[config.mk]
export PLATFORM = sky130hd
export DESIGN_NAME = input_mem_ctrl
export DESIGN_NICKNAME = d
export VERILOG_FILES = /design/src/rtl/input_mem_ctrl.sv
export SDC_FILE = /design/constraint.sdc
export NUM_CORES = 1
export LEC_CHECK = 0
export BUFFER_PORTS_ARGS = -buffer_cell sky130_fd_sc_hd__buf_2
export CAP_MARGIN = 15
export CORE_UTILIZATION = 41
export CTS_BUF_LIST = sky130_fd_sc_hd__clkbuf_16
export CTS_CLUSTER_SIZE = 25
export DETAILED_ROUTE_END_ITERATION = 8
export GPL_ROUTABILITY_DRIVEN = 0
export PLACE_DENSITY = 0.73
export SETUP_SLACK_MARGIN = 0.05
export SLEW_MARGIN = 10
export SYNTH_ARGS = -nofsm -noshare
export SYNTH_HDL_FRONTEND = slang
export SYNTH_SLANG_ARGS = --single-unit
export TNS_END_PERCENT = 1
[constraint.sdc]
create_clock -name clk -period 3.25 [get_ports clk]
set_input_delay 0.325 -clock clk [delete_from_list [all_inputs] [get_ports clk]]
set_output_delay 0.325 -clock clk [all_outputs]
set_load 0.03 [all_outputs]
[src/rtl/input_mem_ctrl.sv]
// input_mem_ctrl: load/drain sequencer for the input image memory.
// Reads pass through a 2-entry buffer that hides the 1-cycle read latency.
module input_mem_ctrl #(
  parameter int ADD_SIZE = 12,
  parameter int DATA_SIZE = 108,
  parameter int DEPTH = 4096
) (
  input  logic                 clk,
  input  logic                 rst,
  input  logic                 load_start,
  input  logic                 drain_start,
  input  logic                 s_valid,
  input  logic [DATA_SIZE-1:0] s_data,
  input  logic                 s_last,
  output logic                 s_ready,
  output logic                 m_valid,
  output logic [DATA_SIZE-1:0] m_data,
  output logic                 m_last,
  input  logic                 m_ready,
  output logic                 mem_write_en,
  output logic [ADD_SIZE-1:0]  mem_write_address,
  output logic [DATA_SIZE-1:0] mem_write_data,
  output logic                 mem_read_en,
  output logic [ADD_SIZE-1:0]  mem_read_address,
  input  logic [DATA_SIZE-1:0] mem_read_data,
  output logic [ADD_SIZE:0]    word_count,
  output logic                 busy,
  output logic                 done,
  output logic                 overflow
);
  localparam int W = ADD_SIZE + 1;
  typedef enum logic [1:0] {IDLE, LOAD, LOADED, DRAIN} state_t;
  state_t state_q;
  logic [W-1:0] wr_ptr_q, rd_ptr_q, sent_q, word_count_q;
  logic [DATA_SIZE-1:0] b0_q, b1_q;
  logic [1:0] cnt_q, slot;
  logic [2:0] occ;
  logic inflight_q, overflow_q, done_q, wr, rd, pop;
  always_comb begin
    s_ready = state_q == LOAD;
    wr = s_ready && s_valid;
    m_valid = cnt_q != 2'd0;
    m_data = m_valid ? b0_q : '0;
    m_last = m_valid && sent_q == word_count_q - W'(1);
    pop = m_valid && m_ready;
    occ = {1'b0, cnt_q} + {2'b0, inflight_q};
    rd = state_q == DRAIN && rd_ptr_q < word_count_q && occ < 3'd2 + {2'b0, pop};
    slot = cnt_q - {1'b0, pop};
    mem_write_en = wr;
    mem_write_address = wr ? wr_ptr_q[ADD_SIZE-1:0] : '0;
    mem_write_data = wr ? s_data : '0;
    mem_read_en = rd;
    mem_read_address = rd ? rd_ptr_q[ADD_SIZE-1:0] : '0;
    word_count = word_count_q;
    busy = state_q == LOAD || state_q == DRAIN;
    done = done_q;
    overflow = overflow_q;
  end
  always_ff @(posedge clk) begin
    if (!rst) begin
      state_q <= IDLE;
      wr_ptr_q <= '0;
      rd_ptr_q <= '0;
      sent_q <= '0;
      word_count_q <= '0;
      b0_q <= '0;
      b1_q <= '0;
      cnt_q <= '0;
      inflight_q <= 1'b0;
      overflow_q <= 1'b0;
      done_q <= 1'b0;
    end else begin
      done_q <= 1'b0;
      inflight_q <= rd;
      // returning read lands in the first free slot after this cycle's pop
      cnt_q <= cnt_q + {1'b0, inflight_q} - {1'b0, pop};
      b0_q <= inflight_q && slot == 2'd0 ? mem_read_data : pop ? b1_q : b0_q;
      b1_q <= inflight_q && slot == 2'd1 ? mem_read_data : b1_q;
      if (rd) rd_ptr_q <= rd_ptr_q + W'(1);
      if (pop) sent_q <= sent_q + W'(1);
      case (state_q)
        IDLE: if (load_start) begin
          state_q <= LOAD;
          wr_ptr_q <= '0;
          word_count_q <= '0;
          overflow_q <= 1'b0;
        end
        LOAD: if (wr) begin
          wr_ptr_q <= wr_ptr_q + W'(1);
          if (s_last || wr_ptr_q == W'(DEPTH - 1)) begin
            state_q <= LOADED;
            word_count_q <= wr_ptr_q + W'(1);
            overflow_q <= !s_last;
          end
        end
        LOADED: if (drain_start) begin
          state_q <= DRAIN;
          rd_ptr_q <= '0;
          sent_q <= '0;
        end else if (load_start) begin
          state_q <= LOAD;
          wr_ptr_q <= '0;
          word_count_q <= '0;
          overflow_q <= 1'b0;
        end
        DRAIN: if (pop && m_last) begin
          state_q <= IDLE;
          done_q <= 1'b1;
        end
        default: state_q <= IDLE;
      endcase
    end
  end
endmodule

==> metrics.yaml, run 1 <==
layout.nets: 2524
synth_nets: 2054
layout-drive-gt1-share_pct: 24.99
rr_worst_depth: 9
synthCells: 1809
outcome: "finished clean"
synthFlopType: "dfxtp_1"
vias_per_cell: 5.387
wl_per_cell_um: 18.41
slew_viol_final: 0
hp-start: "mem_read_data[101]"
p_per_area_mw_per_mm2: 461.0
die_w_um: 187.7
setup_violations: 0
synth-edff-count: 0
tns_ns: 0
async_reset_ff_share_pct: 0
cts_buffer_depth: 3
track_usage_pct: 27.54
clk_pin_slew_ns: 0.06
clkLatencyLatePin_ns: 0.60
fp-row-count: 67
synth_top_area_share_pct: 38.95
detailedPlace.worstSlack_ns: 0.6697
syn_avg_cell_area_um2: 7.813
holdPathStages: 3
htree_levels: 1
tightest_slew_ns: 1.028
grt_pass1_wl_um: 77870
cts_tree: "yes"
final.fill_count: 3109
final_core_util_pct: 55.61
required_ns: 2.92
syn-cell-area_mm2: 0.01413
fin_ws_ns: 0.1560
post-route-period-util_pct: 95.20
synth_warnings: 0
num_vias: 14878
grt_max_degree: 122
first_pass_iters: 5
syn_to_final_growth_pct: 32.60
port_buffers: 483
final_common_cell: "buf_2"
min_to: "b1_q[101]$_SDFFE_PN0P_"
crit_slowest_cell: "or4b_4"
leakage_nw: 9.845
regToRegStartpoint: "word_count[6]$_SDFFE_PN0P_"
rsz0062_at_grt: "true"
drc: 0
fmax_mhz: 323.2
crit_arrival_ns: 2.77
postCtsSetupRepairBufs: 0
grt_pass1_vias: 13992
antenna_found_initial: 18
fin_skew_ns: 0.05652
synth_area_leaders: "dfxtp_1, nand2_1, o211a_1, and3_1, a21boi_1"
endpoint_kind: "output port"
drt_wl_total_um: 50850
cp-start-kind: "flip-flop"
cp_cell_sequence: "inv_1, ha_1, or4b_4, o41ai_2, o32ai_1, o21ai_2, nand3_2, nor2_1, buf_2"
layout_common_cells: "buf_2, nand2_1, dfxtp_1"
clockRootBuffer: "clkbuf_16"
io_pins: 484
synth_cell_types: 57
hp-class: "in -> reg"
coreArea_mm2: 0.03370
detail-route-antenna-nets: 0
die_h_um: 187.7
min_period_ns: 3.094
dpl.hpwl_um: 35040
overflow: 0
drt_iter0_drc: 1320
crit_fanout: 8
synth_top_cell_by_area: "dfxtp_1"
setup.worst_path.class: "reg -> out"
dieArea_mm2: 0.03522
cts_buffers: 30
ys_seq_area_share_pct: 38.95
relSlewSlack_pct: 31.44
initial_core_util_pct: 41.94
vdd_ir_drop_max_mv: 0.4759
max_stage_delay_ns: 0.50
maxCapViolations: 0
ys_seq_elements: 275
hold_viol_final: 0
rrSetupSlack_ns: 0.83
r2r-end: "rd_ptr_q[12]$_SDFF_PN0_"
clock_sinks: 275
cells in the mapped netlist, types with 2 or more instances:
cell type,number
nand2_1,460
dfxtp_1,275
clkbuf_1,146
and3_1,138
nand3_1,131
and2_1,120
a21boi_1,108
o211a_1,108
nor2_1,34
a21oi_1,32
inv_1,26
ha_1,22
nor2b_1,19
nor3_1,19
xnor2_1,19
xor2_1,18
mux2i_1,12
o21ai_0,12
o31ai_1,11
or4_1,10
buf_2,9
nand4_1,9
o21ai_1,8
a31oi_1,7
nand2b_1,5
a21o_1,4
and4_1,4
buf_1,4
o311ai_0,3
buf_6,2
inv_2,2
nor4_1,2
nor4_2,2
o211ai_1,2
o21a_1,2
o21ai_2,2
o32ai_1,2
stage by stage:
step	hold slack, ns	instances	instance area, µm²	total power, mW
floorplan	0.4353	1809	14140	4.491
global placement	0.4401	2605	16820	5.176
detailed placement	0.4450	2605	16820	5.191
CTS	0.007084	2749	18700	8.680
global route	0.02206	2759	18730	8.934
finish	0.03128	2762	18740	8.640
worst max-delay path, delay by kind of cell, from the launching register on:
kind            cells  cell delay, ns
simple gates        3            0.71
flops               1            0.39
buf+inv             2            0.30
fa+ha+maj           1            0.22
compound gates      3            0.63
cell type report:
cell class              instances  area [µm²]  share of cell area (%)
diodes                         13       32.53                  0.1736
clock buffers                  30       750.7                   4.006
clock inverters                24       234.0                   1.248
inverters                      28       106.4                  0.5675
multi-input cells            1345        7930                   42.31
flip-flops and latches        275        5508                   29.39
well taps                     448       560.5                   2.991
repair buffers                599        3620                   19.31
timing repair:
| action | CTS | global route |
|---|---|---|
| setup endpoints to repair | 0 | 14 |
| hold endpoints to repair | 169 | 0 |
| gates resized for setup | 0 | 4 |
| hold buffers | 90 | 0 |
logic make-up after synthesis:
logic type	Yosys count	share of synthesized area, %
xor gates and xnor gates	37	2.293
muxes	12	0.8499
AOI/OAI and AO/OA	311	17.71
buffers and inverters	189	5.205
adders and majority gates	22	1.948
DFF	275	38.95
and+or+nand+nor	963	33.05
worst max-delay path by stage:
stage | start | endpoint | slack (ns)
2_1_floorplan | word_count[2]$_SDFFE_PN0P_ | mem_read_address[0] | 0.19
5_1_grt | word_count[0]$_SDFFE_PN0P_ | m_last | 0.02
4_1_cts | word_count[6]$_SDFFE_PN0P_ | mem_read_address[0] | 0.07
6_report | word_count[0]$_SDFFE_PN0P_ | m_last | 0.16
3_3_place_gp | word_count[6]$_SDFFE_PN0P_ | mem_read_address[0] | 0.75
3_5_place_dp | word_count[6]$_SDFFE_PN0P_ | mem_read_address[8] | 0.67
metal layers:
metal | wire (µm) | vias up | track usage [%] | share of wire [%]
li1 | - | 7111 | - | -
met1 | 21300 | 7068 | 35.77 | 42
met2 | 22500 | 596 | 42.68 | 44
met3 | 5041 | 97 | 7.917 | 9.9
met4 | 1958 | 6 | 11.26 | 3.9
met5 | 45 | - | 0 | 0.088
flip-flops by register name, indices dropped and copies added, names as in the netlist:
name        cells
inflight_q      1
b0_q          108
rd_ptr_q       13
done            1
state_q         2
cnt_q           2
word_count     13
sent_q         13
wr_ptr_q       13
overflow        1
b1_q          108
where the power goes:
| group | internal, mW | switching (mW) | total [mW] | leakage (nW) |
|---|---|---|---|---|
| logic | 0.487 | 1.29 | 1.78 | 7.13 |
| clock network | 1.99 | 1.44 | 3.42 | 0.504 |
| registers | 3.40 | 0.0423 | 3.44 | 2.22 |
Power figures use the tool's default switching activity.
==> inputs of run 2 (changes only) <==
ABC_CLOCK_PERIOD_IN_PS = 3250   (was unset)
CORE_MARGIN = 1.5   (was unset)
==> run 2 against run 1 <==
  * Critical endpoint unchanged
  * Maximum frequency grew 0.58%
  * Final cell count is 1.7% lower
  * Largest power group unchanged
  * Design area fell by 2.3%
==> metrics.yaml, run 2 (synthesized netlist as in run 1, its figures left out) <==
outcome: "finished clean"
p_comb_share_pct: 20.6
regToRegStartpoint: "cnt_q[0]$_SDFF_PN0_"
io_pins: 484
fin_skew_ns: 0.02791
required_ns: 2.92
syn_to_final_growth_pct: 29.60
num_vias: 14692
final_core_util_pct: 54.36
antenna_found_initial: 14
max_stage_delay_ns: 0.49
p_sw_share_pct: 32.15
vias_per_cell: 5.409
vdd_ir_drop_max_mv: 0.3856
cp-start-kind: "flip-flop"
fp-row-count: 67
cp_cell_sequence: "inv_1, ha_2, or4b_4, o41ai_2, o32ai_1, o21ai_2, nand3_2, nor2_1, clkbuf_4"
hold_viol_final: 0
htree_levels: 1
detail-route-antenna-nets: 0
rsz0062_at_grt: "true"
maxCapViolations: 0
grt_pass1_wl_um: 76650
layout-drive-gt1-share_pct: 25.54
cts_buffers: 31
grt_max_degree: 120
final.fill_count: 3127
track_usage_pct: 26.78
layout_common_cells: "buf_2, nand2_1, dfxtp_1"
top_regs: "b0_q (108), b1_q (108)"
dieArea_mm2: 0.03559
clk_pin_slew_ns: 0.06
clockRootBuffer: "clkbuf_16"
min_period_ns: 3.076
initial_core_util_pct: 41.94
finalPower_mw: 8.435
crit_path_start: "word_count[1]$_SDFFE_PN0P_"
endpoint_kind: "output port"
crit_slowest_cell: "or4b_4"
pwr-share-clk_pct: 38.6
post-route-period-util_pct: 94.66
die_h_um: 188.7
register_area_mm2: 0.005509
cts_tree: "yes"
die_w_um: 188.7
hp-class: "in -> reg"
crit_fanout: 6
clkLatencyLatePin_ns: 0.57
intPower_mw: 5.723
cts_buffer_depth: 3
clock_sinks: 275
fmax_mhz: 325.1
final_common_cell: "buf_2"
port_buffers: 483
multi_input_area_mm2: 0.007936
setup.worst_path.class: "reg -> out"
slew_viol_final: 0
grt_pass1_vias: 13589
drc: 0
overflow: 0
p_switching_mw: 2.712
p_per_area_mw_per_mm2: 460.5
drt_iter0_drc: 1200
dpl.hpwl_um: 34890
coreArea_mm2: 0.03370
wl_per_cell_um: 18.52
relSlewSlack_pct: 30.42
drt_wl_total_um: 50300
first_pass_iters: 5
power_frac_seq_pct: 40.8
layout.nets: 2491
dp.cells: 2609
crit_arrival_ns: 2.75
leakage_nw: 9.670
hp-start: "mem_read_data[56]"
setup_violations: 0
stdcell_count: 2716
tightest_slew_ns: 1.044
tns_ns: 0
run 2: cell types whose count changed in the layout (fill, tap and decap cells not counted), moves of 2 or more:
cell	previous run	this run
dlygate4sd3_1	90	52
diode_2	13	5
buf_4	18	22
bufinv_16	4	2
inv_1	33	31
inv_6	0	2
run 2: final cells by class:
cell class	instances	area share (%)
repair buffers	565	17.86
flip-flops and latches	275	30.08
inverters	28	0.5806
well taps	448	3.060
clock inverters	19	0.7923
multi-input cells	1345	43.33
diodes	5	0.06831
clock buffers	31	4.235
run 2: stage by stage:
stage / setup slack (ns) / hold slack [ns] / instance area (µm²)
global route: 0.03965 / 0.008325 / 18310
global placement: 0.6197 / 0.4398 / 16850
detailed placement: 0.5846 / 0.4453 / 16850
CTS: 0.05762 / 0.0002341 / 18290
finish: 0.1737 / 0.02807 / 18320
floorplan: 0.1876 / 0.4353 / 14140
run 2: layer usage:
layer	global-route usage (%)	part of all wire, %
met1	34.90	42
met2	41.02	43
met3	8.419	10
met4	10.68	4.1
met5	0	0.14
run 2: timing repair:
| action | CTS | global route |
|---|---|---|
| endpoints found under the setup margin | 0 | 17 |
| gates resized for setup | 0 | 6 |
| hold buffers | 52 | 0 |
| hold endpoints to repair | 72 | 0 |
| setup buffers | 0 | 0 |
run 2: worst max-delay path, delay by kind of cell, from the launching register on:
kind / cells / cell delay (ns)
compound gates: 3 / 0.59
fa+ha+maj: 1 / 0.21
buf+inv: 2 / 0.32
flops: 1 / 0.35
simple gates: 3 / 0.72
run 2: path summary, 6_finish.rpt:
check,to,slack (ns),cells past startpoint
min reg2reg,b1_q[46]$_SDFFE_PN0P_,0.45,2
min,b1_q[56]$_SDFFE_PN0P_,0.03,3
max reg2reg,sent_q[8]$_SDFF_PN0_,0.53,8
max,m_last,0.17,9
run 2: power groups by stage:
stage	Combinational, mW	Sequential [mW]	Clock [mW]
6_report	1.74	3.44	3.25
2_1_floorplan	0.992	3.50	0
3_3_place_gp	1.65	3.51	0
4_1_cts	1.73	3.44	3.34
5_1_grt	1.87	3.44	3.45
3_5_place_dp	1.67	3.51	0
==> inputs of run 3 (changes only) <==
==> constraint.sdc (replaced) <==
create_clock -name clk -period 3.25 [get_ports clk]
set_input_delay 0.65 -clock clk [delete_from_list [all_inputs] [get_ports clk]]
set_output_delay 0.65 -clock clk [all_outputs]
set_load 0.03 [all_outputs]
==> run 3 against run 2 <==
  * Non-clock buffer count is 32 lower
  * Hold slack improved by 0.30 ns
  * Largest power group unchanged
  * Maximum frequency shrank 3.8%
  * Clock-buffer cell count stayed put
  * Clock skew shrank 0.013 ns
  * The run now ends with DRC left
  * Clock power about the same
  * Worst setup slack worse by 0.12 ns
  * Combinational power is 5% lower
  * Critical path depth did not move
==> metrics.yaml, run 3 (synthesized netlist as in run 1, its figures left out) <==
layout-drive-gt1-share_pct: 28.42
max_stage_delay_ns: 0.38
vdd_ir_drop_max_mv: 0.4714
final_common_cell: "buf_2"
p_sw_share_pct: 32.44
die_w_um: 188.7
cp_cell_sequence: "inv_1, ha_1, a21o_1, a21o_1, a21oi_2, nand2b_4, clkbuf_4, and3_1, buf_6"
grt_pass1_wl_um: 71480
track_usage_pct: 24.56
cts_buffers: 31
use_met1_pct: 32.31
path_buf_inv: 3
hold_viol_final: 0
initial_core_util_pct: 41.94
tightest_slew_ns: 0.9169
detail-route-antenna-nets: 0
slew_viol_final: 0
holdBufCountCts: 0
layout.nets: 2461
layout_common_cells: "buf_2, nand2_1, dfxtp_1"
crit_slowest_cell: "dfxtp_4"
cp-start-kind: "flip-flop"
min_period_ns: 3.197
fin_skew_ns: 0.01539
crit_cells: 9
setup_violations: 0
io_pins: 484
outcome: "finished with violations"
met2_usage_pct: 40.55
clkLatencyLatePin_ns: 0.57
dpl.hpwl_um: 32070
clockRootBuffer: "clkbuf_16"
antenna_found_initial: 5
maxCapViolations: 0
grt_max_degree: 156
drt_iter0_drc: 994
hp-class: "in -> reg"
p_switching_mw: 2.693
cpMostUsedCell: "a21o_1"
clock_sinks: 275
clk_pin_slew_ns: 0.06
p_comb_share_pct: 19.9
holdPathStages: 3
met3_usage_pct: 4.843
required_ns: 2.60
syn_to_final_growth_pct: 29.11
finalPower_mw: 8.301
first_pass_iters: 9
intPower_mw: 5.608
rr_worst_depth: 9
crit_family: "compound AO/OA/AOI/OAI gates"
drc: 2
p_per_area_mw_per_mm2: 454.9
cts_tree: "yes"
grt_pass1_vias: 13446
power_frac_seq_pct: 41.4
relSlewSlack_pct: 38.87
wl_per_cell_um: 17.50
post-route-period-util_pct: 98.37
failed_checks: "DRC"
leakage_nw: 9.597
num_vias: 14570
dieArea_mm2: 0.03559
crit_arrival_ns: 2.55
fmax_mhz: 312.8
rsz0062_at_grt: "true"
endpoint_kind: "output port"
overflow: 0
fp-row-count: 67
htree_levels: 1
die_h_um: 188.7
final_core_util_pct: 54.15
top_regs: "b0_q (108), b1_q (108)"
grt-busiest-layer: "met2"
crit_fanout: 6
cts_buffer_depth: 3
drt_wl_total_um: 47090
coreArea_mm2: 0.03370
pwr-share-clk_pct: 38.8
port_buffers: 483
vias_per_cell: 5.416
setup.worst_path.class: "reg -> out"
[run 3: cell count changes in the layout (fill, tap and decap cells not counted), sizes merged, moves of 2 or more]
| cell | previous run | this run |
|---|---|---|
| buf | 512 | 532 |
| dlygate4sd3 | 52 | 0 |
| a31o | 1 | 3 |
| clkinvlp | 2 | 0 |
| clkinv | 8 | 15 |
[run 3: timing repair]
| action | CTS | global route |
|---|---|---|
| gates resized for setup | 28 | 67 |
| setup buffers | 10 | 14 |
| endpoints found under the setup margin | 14 | 14 |
| gates cloned | 1 | 2 |
| pin swaps | 5 | 6 |
[run 3: worst paths after layout]
check | startpoint | endpoint | slack, ns
worst min-delay path | mem_read_data[4] | b1_q[4]$_SDFFE_PN0P_ | 0.32
worst max register to register | cnt_q[1]$_SDFF_PN0_ | b1_q[81]$_SDFFE_PN0P_ | 0.68
worst min register to register | b1_q[93]$_SDFFE_PN0P_ | b1_q[93]$_SDFFE_PN0P_ | 0.45
worst max-delay path | word_count[6]$_SDFFE_PN0P_ | mem_read_address[11] | 0.05
[run 3: power groups by stage]
| stage | Combinational [mW] | Sequential [mW] | Clock, mW |
|---|---|---|---|
| after detailed placement | 1.64 | 3.51 | 0 |
| after floorplan | 0.992 | 3.50 | 0 |
| final | 1.65 | 3.43 | 3.22 |
| after global routing | 1.78 | 3.44 | 3.42 |
| after global placement | 1.62 | 3.51 | 0 |
| after CTS | 1.65 | 3.44 | 3.28 |
[run 3: final cells by class]
type / instances / area, µm²
Fill cell: 3187 / 15450
Multi-Input combinational cell: 1347 / 8132
Sequential cell: 275 / 5539
Timing Repair Buffer: 533 / 2980
Clock buffer: 31 / 775.7
Tap cell: 448 / 560.5
Clock inverter: 24 / 141.4
Inverter: 28 / 108.9
Antenna cell: 4 / 10.01
[run 3: stage by stage]
stage / cell area (µm²) / std cells / TNS (ns) / hold WS [ns] / setup slack [ns]
3_5_place_dp: 16810 / 2604 / 0 / 0.4449 / 0.3766
6_report: 18250 / 2690 / 0 / 0.3234 / 0.05310
3_3_place_gp: 16810 / 2604 / 0 / 0.4397 / 0.4261
4_1_cts: 17910 / 2670 / 0 / 0.3010 / 0.01413
5_1_grt: 18240 / 2688 / -0.06717 / 0.3140 / -0.02498
2_1_floorplan: 14140 / 1809 / -0.1934 / 0.4353 / -0.09695
[run 3: worst register-to-register path: cells and delay by family (launching register included)]
| kind | cells | cell delay (ns) |
|---|---|---|
| buffers and inverters | 2 | 0.42 |
| adder cells (fa/ha/maj) | 1 | 0.19 |
| flip-flops | 1 | 0.39 |
| AND/OR/NAND/NOR | 3 | 0.98 |
| XOR/XNOR | 1 | 0.17 |
| AO/OA/AOI/OAI | 2 | 0.35 |
[run 3: layer usage]
metal | routed length (µm) | vias to the layer above
met5 | 24 | -
met3 | 3790 | 103
met1 | 19950 | 6884
met4 | 1537 | 4
li1 | - | 6985
met2 | 21780 | 594
